File: src/rtl/deadtime_gate_driver_if.sv
// Command/status bundle for the three-phase dead-time gate driver.
// master: PWM/control side driving commands; slave: the gate driver itself.
// DEADTIME_PROG_EN adds the runtime dead-time input dt_cfg (and the DT_W parameter sizing it).
interface deadtime_gate_driver_if
`ifdef DEADTIME_PROG_EN
    #(parameter int unsigned DT_W = 8)
`endif
    ;
    logic       enable;
    logic [2:0] pwm_cmd;
    logic       fault;
    logic       fault_clr;
`ifdef DEADTIME_PROG_EN
    logic [DT_W-1:0] dt_cfg;
`endif
    logic [2:0] gate_hi;
    logic [2:0] gate_lo;
    logic [2:0] dt_active;
    logic       fault_latched;

    modport master (
`ifdef DEADTIME_PROG_EN
        output dt_cfg,
`endif
        output enable, pwm_cmd, fault, fault_clr,
        input  gate_hi, gate_lo, dt_active, fault_latched
    );

    modport slave (
`ifdef DEADTIME_PROG_EN
        input  dt_cfg,
`endif
        input  enable, pwm_cmd, fault, fault_clr,
        output gate_hi, gate_lo, dt_active, fault_latched
    );
endinterface

File: src/rtl/deadtime_gate_driver.sv
// Three-phase dead-time inserter: one PWM command bit per phase in, a complementary
// high/low gate pair per phase out, with a guaranteed dead time between the switches of a leg.
// A latched fault or enable=0 forces every gate off and parks each leg in dead time.
// Optional feature macro: DEADTIME_PROG_EN (runtime dead time from dt_cfg instead of DEAD_CYCLES).
module deadtime_gate_driver #(
    parameter int unsigned DT_W        = 8,
    parameter int unsigned DEAD_CYCLES = 50
) (
    input logic                    clk,
    input logic                    reset_n,
    deadtime_gate_driver_if.slave  bus
);
    typedef enum logic [1:0] {StLoOn = 2'd0, StDt = 2'd1, StHiOn = 2'd2} phase_state_t;

    localparam logic [DT_W-1:0] DeadLast = DT_W'(DEAD_CYCLES - 1);

    phase_state_t    state_q [3];
    phase_state_t    state_d [3];
    logic [DT_W-1:0] cnt_q   [3];
    logic [DT_W-1:0] cnt_d   [3];
    logic [DT_W-1:0] dt_last [3];  // final count value of the current dead time (D-1)

    logic       fault_latched_q, fault_latched_d;
    logic       enable_q;
    logic       hold;
    logic [2:0] gate_hi_q, gate_hi_d;
    logic [2:0] gate_lo_q, gate_lo_d;
    logic [2:0] dt_active_q, dt_active_d;

    // Legs are parked while disabled, faulted (raw fault acts before the latch is visible),
    // and for one extra cycle after enable rises so release costs a full D+1 like a cmd edge.
    assign hold = ~bus.enable | ~enable_q | bus.fault | fault_latched_q;

    // Sticky fault: a simultaneous fault wins over fault_clr.
    assign fault_latched_d = bus.fault | (fault_latched_q & ~bus.fault_clr);

`ifdef DEADTIME_PROG_EN
    logic [DT_W-1:0] dt_len_q [3];
    logic [DT_W-1:0] dt_len_d [3];
    logic [DT_W-1:0] cfg_eff;

    assign cfg_eff = (bus.dt_cfg == '0) ? DT_W'(1) : bus.dt_cfg;

    // Shadow dead time tracks dt_cfg outside of a running dead time, frozen while counting.
    always_comb begin
        for (int i = 0; i < 3; i++) begin
            dt_len_d[i] = (hold || state_q[i] != StDt) ? cfg_eff : dt_len_q[i];
            dt_last[i]  = dt_len_q[i] - DT_W'(1);
        end
    end

    // Shadow dead-time registers.
    always_ff @(posedge clk or negedge reset_n) begin
        if (!reset_n) begin
            for (int i = 0; i < 3; i++) dt_len_q[i] <= DT_W'(DEAD_CYCLES);
        end else begin
            for (int i = 0; i < 3; i++) dt_len_q[i] <= dt_len_d[i];
        end
    end
`else
    // Fixed dead time for every leg.
    always_comb begin
        for (int i = 0; i < 3; i++) dt_last[i] = DeadLast;
    end
`endif

    // Per-phase next state and registered gate/dead-time outputs.
    always_comb begin
        for (int i = 0; i < 3; i++) begin
            state_d[i] = state_q[i];
            cnt_d[i]   = cnt_q[i];
            if (hold) begin
                state_d[i] = StDt;
                cnt_d[i]   = '0;
            end else begin
                unique case (state_q[i])
                    StLoOn: begin
                        if (bus.pwm_cmd[i]) begin
                            state_d[i] = StDt;
                            cnt_d[i]   = '0;
                        end
                    end
                    StHiOn: begin
                        if (!bus.pwm_cmd[i]) begin
                            state_d[i] = StDt;
                            cnt_d[i]   = '0;
                        end
                    end
                    StDt: begin
                        // Dead time always completes; side is the cmd level at its last cycle.
                        if (cnt_q[i] >= dt_last[i]) begin
                            state_d[i] = bus.pwm_cmd[i] ? StHiOn : StLoOn;
                        end else begin
                            cnt_d[i] = cnt_q[i] + DT_W'(1);
                        end
                    end
                    default: begin
                        state_d[i] = StDt;
                        cnt_d[i]   = '0;
                    end
                endcase
            end
            gate_hi_d[i]   = (state_d[i] == StHiOn);
            gate_lo_d[i]   = (state_d[i] == StLoOn);
            dt_active_d[i] = (state_d[i] == StDt);
        end
    end

    // State, counters, fault latch and output registers.
    always_ff @(posedge clk or negedge reset_n) begin
        if (!reset_n) begin
            for (int i = 0; i < 3; i++) begin
                state_q[i] <= StDt;
                cnt_q[i]   <= '0;
            end
            fault_latched_q <= 1'b0;
            enable_q        <= 1'b1;
            gate_hi_q       <= 3'b000;
            gate_lo_q       <= 3'b000;
            dt_active_q     <= 3'b111;
        end else begin
            for (int i = 0; i < 3; i++) begin
                state_q[i] <= state_d[i];
                cnt_q[i]   <= cnt_d[i];
            end
            fault_latched_q <= fault_latched_d;
            enable_q        <= bus.enable;
            gate_hi_q       <= gate_hi_d;
            gate_lo_q       <= gate_lo_d;
            dt_active_q     <= dt_active_d;
        end
    end

    assign bus.gate_hi       = gate_hi_q;
    assign bus.gate_lo       = gate_lo_q;
    assign bus.dt_active     = dt_active_q;
    assign bus.fault_latched = fault_latched_q;
endmodule

File: src/flat_wrapper.sv
// flat-port wrapper written by rule: the top's interface ports become plain ports
module deadtime_gate_driver_flat 
#(
    parameter int unsigned DT_W        = 8,
    parameter int unsigned DEAD_CYCLES = 50
)
  (clk, reset_n, bus_enable, bus_pwm_cmd, bus_fault, bus_fault_clr, bus_gate_hi, bus_gate_lo, bus_dt_active, bus_fault_latched);
  deadtime_gate_driver_if bus_i ();
  input logic clk;
  input logic reset_n;
  input wire logic [$bits(bus_i.enable)-1:0] bus_enable;
  input wire logic [$bits(bus_i.pwm_cmd)-1:0] bus_pwm_cmd;
  input wire logic [$bits(bus_i.fault)-1:0] bus_fault;
  input wire logic [$bits(bus_i.fault_clr)-1:0] bus_fault_clr;
  output wire logic [$bits(bus_i.gate_hi)-1:0] bus_gate_hi;
  output wire logic [$bits(bus_i.gate_lo)-1:0] bus_gate_lo;
  output wire logic [$bits(bus_i.dt_active)-1:0] bus_dt_active;
  output wire logic [$bits(bus_i.fault_latched)-1:0] bus_fault_latched;
  assign bus_i.enable = bus_enable;
  assign bus_i.pwm_cmd = bus_pwm_cmd;
  assign bus_i.fault = bus_fault;
  assign bus_i.fault_clr = bus_fault_clr;
  assign bus_gate_hi = bus_i.gate_hi;
  assign bus_gate_lo = bus_i.gate_lo;
  assign bus_dt_active = bus_i.dt_active;
  assign bus_fault_latched = bus_i.fault_latched;
  deadtime_gate_driver #(.DT_W(DT_W), .DEAD_CYCLES(DEAD_CYCLES)) u_core (.clk(clk), .reset_n(reset_n), .bus(bus_i));
endmodule
File: config.mk
export PLATFORM = sky130hd
export DESIGN_NAME = deadtime_gate_driver_flat
export DESIGN_NICKNAME = d
export VERILOG_FILES = /design/src/rtl/deadtime_gate_driver_if.sv /design/src/rtl/deadtime_gate_driver.sv /design/src/flat_wrapper.sv
export SDC_FILE = /design/constraint.sdc
export NUM_CORES = 1
export LEC_CHECK = 0
export ABC_AREA = 1
export CAP_MARGIN = 10
export CORE_UTILIZATION = 50
export CTS_BUF_LIST = sky130_fd_sc_hd__clkbuf_2
export DETAILED_ROUTE_END_ITERATION = 8
export PLACE_DENSITY_LB_ADDON = 0.25
export SYNTH_ARGS = -nofsm -noshare
export SYNTH_HDL_FRONTEND = slang
export SYNTH_SLANG_ARGS = --single-unit
File: constraint.sdc
create_clock -name clk -period 1.8 [get_ports clk]
set_input_delay 0.18 -clock clk [delete_from_list [all_inputs] [get_ports clk]]
set_output_delay 0.18 -clock clk [all_outputs]
set_load 0.1 [all_outputs]
Yosys cells after proc, flatten, opt, wreduce, memory -nomap -nowiden
Index checks and enable logic that the tools add are counted.
{ "classes": {"eq_ne": 21, "addsub": 3, "n_lt_le_gt_ge": 3, "n_bitwise": 8, "n_reduce_logical": 9, "muxes": 33} }
{ "op_table": {"columns": ["op", "n"], "rows": [
  ["$mux W8", 12],
  ["$pmux W8 S3", 3],
  ["$mux W2", 15],
  ["$ne A3 B2 Y1 const B", 9],
  ["$add A8 B1 Y8 const B", 3],
  ["$ge A8 B6 Y1 const B", 3],
  ["$pmux W2 S3", 3],
  ["$eq A2 B1 Y1 const B", 6],
  ["$eq A2 B2 Y1 const B", 6],
  ["$logic_not A2 Y1", 6],
  ["$reduce_and A3 Y1", 3],
  ["$or A1 B1 Y1", 4],
  ["$not A1 Y1", 3],
  ["$and A1 B1 Y1", 1]
]} }
{ "word_totals": {"input_bits": 8, "output_inout_bits": 10, "regBits": 41, "elab_cells": 88} }

Longest topological paths before layout
Gate-level depths: netlist (run 1).
{ "depth": {"ltp_word": 6, "depth_mapped": 12, "mapped_depth_nobuf": 12} }

Least setup slack after synthesis (run 1)
Ideal clock, no wire load.
{ "synth_timing": {"kind": "register -> register", "from": "register u_core.fault_latched_q (netlist: u_core.bus.fault_latched)", "to": "register u_core.cnt_q[13] (netlist bit)", "path_slack_ps": 32, "path_buffers": 1, "arrival_time_ps": 1652, "stages_incl_launch_ff": 7, "path_cell_list": "dfrtp_1 inv_1 nand4_2 clkbuf_1 nor2_1 nand2_1 nand2_1"} }
{ "synth_between": {"elab_chain_cells": 3, "elab_cells_between_ends": 6, "cone_classes": "eq/ne: 3; mux: 1; bitwise: 1; reduce/logical: 1"} }
{ "synth_lines": {"columns": ["element", "line_no", "source"], "rows": [
  ["from (decl)", "deadtime_gate_driver.sv:23", "logic fault_latched_q, fault_latched_d;"],
  ["from (signal assigned)", "deadtime_gate_driver.sv:126", "fault_latched_q <= fault_latched_d;"],
  ["$or A1 B1 Y1 (*)", "deadtime_gate_driver.sv:32", "assign hold = ~bus.enable | ~enable_q | bus.fault | fault_latched_q;"],
  ["$ne A3 B2 Y1 (no source line)", null, null],
  ["$reduce_and A3 Y1 (no source line)", null, null],
  ["to (signal, indexed assignment)", "deadtime_gate_driver.sv:124", "cnt_q[i] <= cnt_d[i];"],
  ["to (decl)", "deadtime_gate_driver.sv:19", "logic [DT_W-1:0] cnt_q [3];"]
]} }
Mark *: on every way between the ends. The rest lies on a longest branch, timed or not.
A chain may end at the register's enable or synchronous reset.

Worst setup path in the final report (run 1)
{ "layout_timing": {"from": "register u_core.cnt_q[0] (netlist bit)", "to": "register u_core.cnt_q[2] (netlist bit)"} }
{ "layout_between": {"elab_chain_cells": 4, "elab_cells_between_ends": 7, "cone_classes": "add/sub: 1; order compare: 1; eq/ne: 1; mux: 3; reduce/logical: 1"} }
{ "layout_lines": {"columns": ["element", "line_no", "source"], "rows": [
  ["$add A8 B1 Y8", "deadtime_gate_driver.sv:94", "cnt_d[i] = cnt_q[i] + DT_W'(1);"],
  ["$mux W8", "deadtime_gate_driver.sv:91", "if (cnt_q[i] >= dt_last[i]) begin"],
  ["$pmux W8 S3", "deadtime_gate_driver.sv:76", "unique case (state_q[i])"],
  ["$mux W8", "deadtime_gate_driver.sv:72", "if (hold) begin"]
]} }
Several ways; a longest one is shown, not always the timed one. The select of a mux whose other input is x is not followed.

==> summary.txt, run 1 <==
CTS H-tree depth: 2
via count: 1791
Fin Clk Skew: 0.02802 ns
P_leak: 1.388 nW
maximum clock frequency: 0.6288 GHz
largest family of logic cells by synthesized area: simple AND/OR/NAND/NOR gates
Critical Path AT: 1.89 ns
total congestion overflow: 0
WS Path Type: reg -> reg
WP data required: 2.10 ns
placed cells: 348
Setup crit start: u_core.cnt_q[0]
starting density of the core: 53.36%
Design Area, Final: 0.002494 mm²
WL per Instance: 11.64 µm
DIE AREA: 0.004661 mm²
Final Slew Violations: 0
complex-gate fraction of the synthesized area: 2.735%
1st-pass router iterations: 4
Yosys reg bits: 41
antenna violations before repair: 0
element type at the critical path end: register
Post-DP Area: 0.002442 mm²
startpoint types: register
crit path to: u_core.cnt_q[2]
CTS tree: done
final setup vio count: 0
Switching Share: 25.24%
Comb power frac: 5.3%
pin count of the biggest net entering global routing: 42
simple-gate share of the synthesized area: 36.75%
Die Ht: 68.27 µm
Cell Rows: 23
Final Hold Vio Count: 0
first-pass GRT wire length: 6.989 mm
DRC Markers: 0
Int Pwr: 1.050 mW
Core Footprint: 0.004115 mm²
Power Dens Cells: 563.1 mW/mm²
Critical R2R Launch: u_core.cnt_q[0]
Post-Syn Nets: 298
Resized cells post-CTS: 0
Slew @ Worst Pin: 0.5096 ns
switching power total: 0.3544 mW
syn_area_per_cell: 7.814 µm²
Worst-path clk slew: 0.17 ns
final HPWL from detailed placement: 2.961 mm
Seq pwr share: 66.4%
final std cells w/o fill: 357
Synth Area in Adders: 5.128%
Synth Area in XOR/XNOR: 0%
status: completed
Worst Hold Class: in -> reg
# IOs: 18
post-synthesis mux area share: 0%
count of clock tree sinks: 41
clock buffer depth: 2
fin crit share: 88.35%
Reg2Reg Depth: 12
sequential area share after synthesis: 47.12%
Routed Antenna Nets: 0
worst skew pair latency: 0.41 ns
cts hold-fix bufs: 1
routability-driven placement congestion ratio: 0.8814
max-cap violation count: 0
GRT Overall Usage: 20.46%
Root Buffer Master: clkbuf_2
Peak VDD IR: 0.0002844 V
critical path peak fanout: 8
# port buffers: 17
reg-to-reg slack, setup: 0.21 ns
# Post-CTS Setup Buffers: 0
Cells after Synth: 281
final total power: 1.404 mW
DR iter-0 viols: 148
Synth Warn #: 0
Netlist cell types: 21
layout cells sized above 1: 15.31%
RSZ-0062 raised after global routing: no
final setup TNS: 0 ns
cts bufs inserted: 5
FF-to-FF End: u_core.cnt_q[2]
nets: 323
Post-Syn Area: 0.002196 mm²
Period minus WS final: 1.590 ns
total wire length: 4.157 mm
die width: 68.27 µm
Clk pwr share: 28.3%
Via density: 5.017
Relative slew margins: 66.03%
# diodes: 0
vias in the first global route: 1604
P&R area growth vs syn: 13.56%
cell usage after synthesis, drive strengths merged:
master  number  area share [%]
buf          3            0.91
clkbuf       1            0.17
dfrtp       34              39
dfstp        7             8.4
ha           9             5.1
inv         42             7.2
nand2       86              17
nand3       27             6.2
nand4       10             3.1
nor2        43             7.9
nor3         7             1.6
nor4         3            0.85
o21ai        6             1.7
o21bai       3             1.0
final cells by class:
class / count / area, µm²
multi-input cells: 194 / 979.7
repair buffers: 22 / 217.7
fillers: 376 / 1622
flip-flops and latches: 41 / 1035
inverters: 42 / 157.7
clock inverters: 2 / 11.26
clock buffers: 6 / 30.03
well taps: 50 / 62.56
power groups by stage:
stage / clock [mW] / combinational [mW] / sequential, mW
finish: 0.397 / 0.0745 / 0.932
floorplan: 0 / 0.0197 / 0.959
global placement: 0 / 0.0736 / 0.948
detailed placement: 0 / 0.0749 / 0.948
global route: 0.445 / 0.0842 / 0.934
CTS: 0.416 / 0.0767 / 0.933
critical path: stages, from the launching register on:
cell and delay, ns:
dfrtp_1 0.49, inv_1 0.11, ha_1 0.20, inv_1 0.05, nor2_1 0.04, nand2_1 0.06
nand2_1 0.05, nand2_1 0.06, nand2_2 0.08, nand2_4 0.13, nand2_4 0.10, nand2_1 0.08
nand2_1 0.05
layout by cell type, fill, tap and decap left out, drive strengths merged:
cell,synthesis,routed
ha,9,9
nand3,27,27
dfstp,7,7
buf,3,15
clkinvlp,0,1
o21ai,6,6
dlygate4sd3,0,1
nand2,86,86
clkdlybuf4s50,0,6
o21bai,3,3
dfrtp,34,34
nand4,10,10
clkinv,0,1
nor3,7,7
nor4,3,3
clkbuf,1,6
nor2,43,43
inv,42,42
cells by family (layout without fill, tap and decap cells):
kind of cell	count (synthesis)	after routing
AND/OR/NAND/NOR	176	176
buffers and inverters	46	72
flip-flops	41	41
adder cells (fa/ha/maj)	9	9
AO/OA/AOI/OAI	9	9
worst min path at each step:
stage	from	to	slack (ns)	depth (start not counted)
after global placement	reset_n	u_core.cnt_q[15]	0.28	2
after global routing	bus_enable	u_core.enable_q	0.21	1
after CTS	bus_enable	u_core.enable_q	0.21	1
after floorplan	reset_n	u_core.bus.fault_latched	-0.12	0
final	bus_enable	u_core.enable_q	0.23	1
after detailed placement	reset_n	u_core.cnt_q[8]	0.28	2
per-stage QoR:
stage                     setup slack, ns  hold slack [ns]  util [%]
after CTS                          0.1893           0.2108     60.60
after global routing              0.01718           0.2070     60.60
after global placement             0.2434           0.2754     59.35
after detailed placement           0.2105           0.2781     59.35
after floorplan                   0.03182          -0.1156         -
final                              0.2098           0.2276     60.60
metal layers:
layer | routed length [µm] | vias up | GRT usage, %
met5 | 0 | - | 0
met4 | 41 | 0 | 7.031
met3 | 157 | 5 | 5.500
met2 | 1990 | 32 | 34.93
met1 | 1967 | 827 | 24.66
li1 | - | 927 | -
flip-flops by register name (all words and copies together) (netlist names):
name                      flops
u_core.bus.gate_hi            3
u_core.bus.fault_latched      1
u_core.state_q                6
u_core.bus.gate_lo            3
u_core.enable_q               1
u_core.bus.dt_active          3
u_core.cnt_q                 24
(Power assumes the default switching activity.)
==> run 2: changes to the inputs <==
--- a/config.mk
+++ b/config.mk
@@ -10,6 +10,7 @@
 export CORE_UTILIZATION = 50
 export CTS_BUF_LIST = sky130_fd_sc_hd__clkbuf_2
 export DETAILED_ROUTE_END_ITERATION = 8
+export MAX_ROUTING_LAYER = met4
 export PLACE_DENSITY_LB_ADDON = 0.25
 export SYNTH_ARGS = -nofsm -noshare
 export SYNTH_HDL_FRONTEND = slang
==> run 2 against run 1 <==
Register-to-register slack barely moved. Combinational power barely moved. Clock power about the same. Clock skew about the same. Sequential power is essentially flat. Final cell count unchanged. First-iteration DRC count unchanged. Design area unchanged. Largest cell class unchanged.
==> summary.txt, run 2 (synthesis results as in run 1) <==
total congestion overflow: 0 (unchanged)
first-pass GRT wire length: 6.989 mm (unchanged)
final setup vio count: 0 (unchanged)
final setup TNS: 0 ns (unchanged)
layout cells sized above 1: 15.31% (unchanged)
Power Dens Cells: 561.9 mW/mm² (-0.21%)
fin crit share: 88.32% (about the same)
FF-to-FF End: u_core.cnt_q[2]
Worst Hold Slack: 0.2342 ns (+0.006641 ns)
Via density: 5.028 (+0.22%)
count of clock tree sinks: 41 (unchanged)
# port buffers: 17 (unchanged)
WP data required: 2.10 ns (about the same)
CTS tree: done
GRT Overall Usage: 21.06% (+0.60 points)
Routed Antenna Nets: 0 (unchanged)
WHS Endpoint: u_core.enable_q
Final Slew Violations: 0 (unchanged)
die width: 68.27 µm (unchanged)
Core Footprint: 0.004115 mm² (unchanged)
# IOs: 18 (unchanged)
Relative slew margins: 66.00% (about the same)
pin count of the biggest net entering global routing: 42 (unchanged)
vias in the first global route: 1604 (unchanged)
Slew @ Worst Pin: 0.5099 ns (+0.0003765 ns)
Largest regs: u_core.cnt_q x24, u_core.state_q x6
Reg2Reg Depth: 12 (unchanged)
Critical Path AT: 1.89 ns (about the same)
Multi-input gate area: 979.7 µm² (unchanged)
CTS H-tree depth: 2 (unchanged)
Critical R2R Launch: u_core.cnt_q[0]
Largest register FFs: 24 (unchanged)
final HPWL from detailed placement: 2.961 mm (unchanged)
WS Path Type: reg -> reg
DR iter-0 viols: 148 (unchanged)
DRC Markers: 0 (unchanged)
placed cells: 348 (unchanged)
commonest cells after routing, fill and taps aside: nand2_1 (77), inv_1 (41), nor2_1 (38), dfrtp_1 (34), nand3_1 (27)
worst skew pair latency: 0.40 ns (about the same)
# Post-CTS Setup Buffers: 0 (unchanged)
RSZ-0062 raised after global routing: no
Hold Startpoint: bus_enable
Layout fillers: 376 (unchanged)
startpoint types: register
cts bufs inserted: 5 (unchanged)
# diodes: 0 (unchanged)
Cell Rows: 23 (unchanged)
P&R area growth vs syn: 13.56% (unchanged)
Root Buffer Master: clkbuf_2
final std cells w/o fill: 357 (unchanged)
nets: 323 (unchanged)
status: completed
Worst Hold Class: in -> reg
total wire length: 4.146 mm (-0.26%)
critical path peak fanout: 8 (unchanged)
reg-to-reg slack, setup: 0.21 ns (about the same)
P_leak: 1.388 nW (unchanged)
max-cap violation count: 0 (unchanged)
WL per Instance: 11.61 µm (-0.26%)
Reg area: 0.001035 mm² (unchanged)
starting density of the core: 53.36% (unchanged)
hold depth: 1 (unchanged)
maximum clock frequency: 0.6290 GHz (about the same)
Reg with most FFs: u_core.cnt_q
via count: 1795 (+0.22%)
Fin Clk Skew: 0.02803 ns (+0.00001300 ns)
Period minus WS final: 1.590 ns (-0.0004220 ns)
antenna violations before repair: 0 (unchanged)
DIE AREA: 0.004661 mm² (unchanged)
1st-pass router iterations: 4 (unchanged)
routability-driven placement congestion ratio: 0.8960 (+1.7%)
Worst-path clk slew: 0.17 ns (about the same)
Peak VDD IR: 0.0002840 V (-0.14%)
element type at the critical path end: register
commonest non-fill, non-tap cell in the layout: nand2_1
Die Ht: 68.27 µm (unchanged)
Final Hold Vio Count: 0 (unchanged)
clock buffer depth: 2 (unchanged)
==> run 2: cell counts in the layout (fill, tap and decap cells not counted) <==
No cell type changed its count.
==> run 2: area by class of cell <==
type                       instances  share of cell area, %
clock buffer                       6                  1.204
clock inverter                     2                 0.4516
inverter                          42                  6.322
multi-input combinational        194                  39.29
sequential                        41                  41.50
tap                               50                  2.509
timing repair buffer              22                  8.731
==> run 2: worst max path at each step <==
stage                     cells past startpoint  slack (ns)               end                     start
after CTS                                    12        0.19   u_core.cnt_q[2]           u_core.cnt_q[0]
after detailed placement                     12        0.21   u_core.cnt_q[5]           u_core.cnt_q[0]
after floorplan                               6        0.03  u_core.cnt_q[13]  u_core.bus.fault_latched
after global placement                       12        0.24   u_core.cnt_q[2]           u_core.cnt_q[0]
after global routing                         12        0.02   u_core.cnt_q[2]           u_core.cnt_q[0]
final                                        12        0.21   u_core.cnt_q[2]           u_core.cnt_q[0]
==> run 2: layer usage <==
metal | global-route usage (%) | part of all wire [%] | vias up | wire length, µm
li1 | - | - | 927 | -
met1 | 24.66 | 47 | 831 | 1966
met2 | 34.93 | 48 | 32 | 2001
met3 | 5.500 | 3.3 | 5 | 137
met4 | 7.031 | 0.96 | 0 | 40
met5 | - | 0 | - | 0
==> run 2: timing repair <==
item,4_1_cts,5_1_grt
hold endpoints to repair,34,0
hold buffers,1,0
resized for setup,0,0
==> run 2: power by group <==
| part | internal, mW | switching (mW) |
|---|---|---|
| Combinational | 0.0245 | 0.0499 |
| Sequential | 0.928 | 0.00413 |
| Clock | 0.0970 | 0.297 |
| Total | 1.05 | 0.351 |
==> run 2: critical path, cell delays in order (launching register included) <==
cell,delay [ns]
dfrtp_1,0.49
inv_1,0.11
ha_1,0.20
inv_1,0.05
nor2_1,0.04
nand2_1,0.06
nand2_1,0.05
nand2_1,0.06
nand2_2,0.08
nand2_4,0.13
nand2_4,0.10
nand2_1,0.08
nand2_1,0.05
==> run 2: through the flow <==
stage | total power [mW] | util [%] | instance area, µm² | worst slack, ns
after floorplan | 0.9783 | - | 2196 | 0.03182
after global placement | 1.021 | 59.35 | 2442 | 0.2434
after detailed placement | 1.023 | 59.35 | 2442 | 0.2105
after CTS | 1.425 | 60.60 | 2494 | 0.1893
after global routing | 1.463 | 60.60 | 2494 | 0.01718
final | 1.401 | 60.60 | 2494 | 0.2102
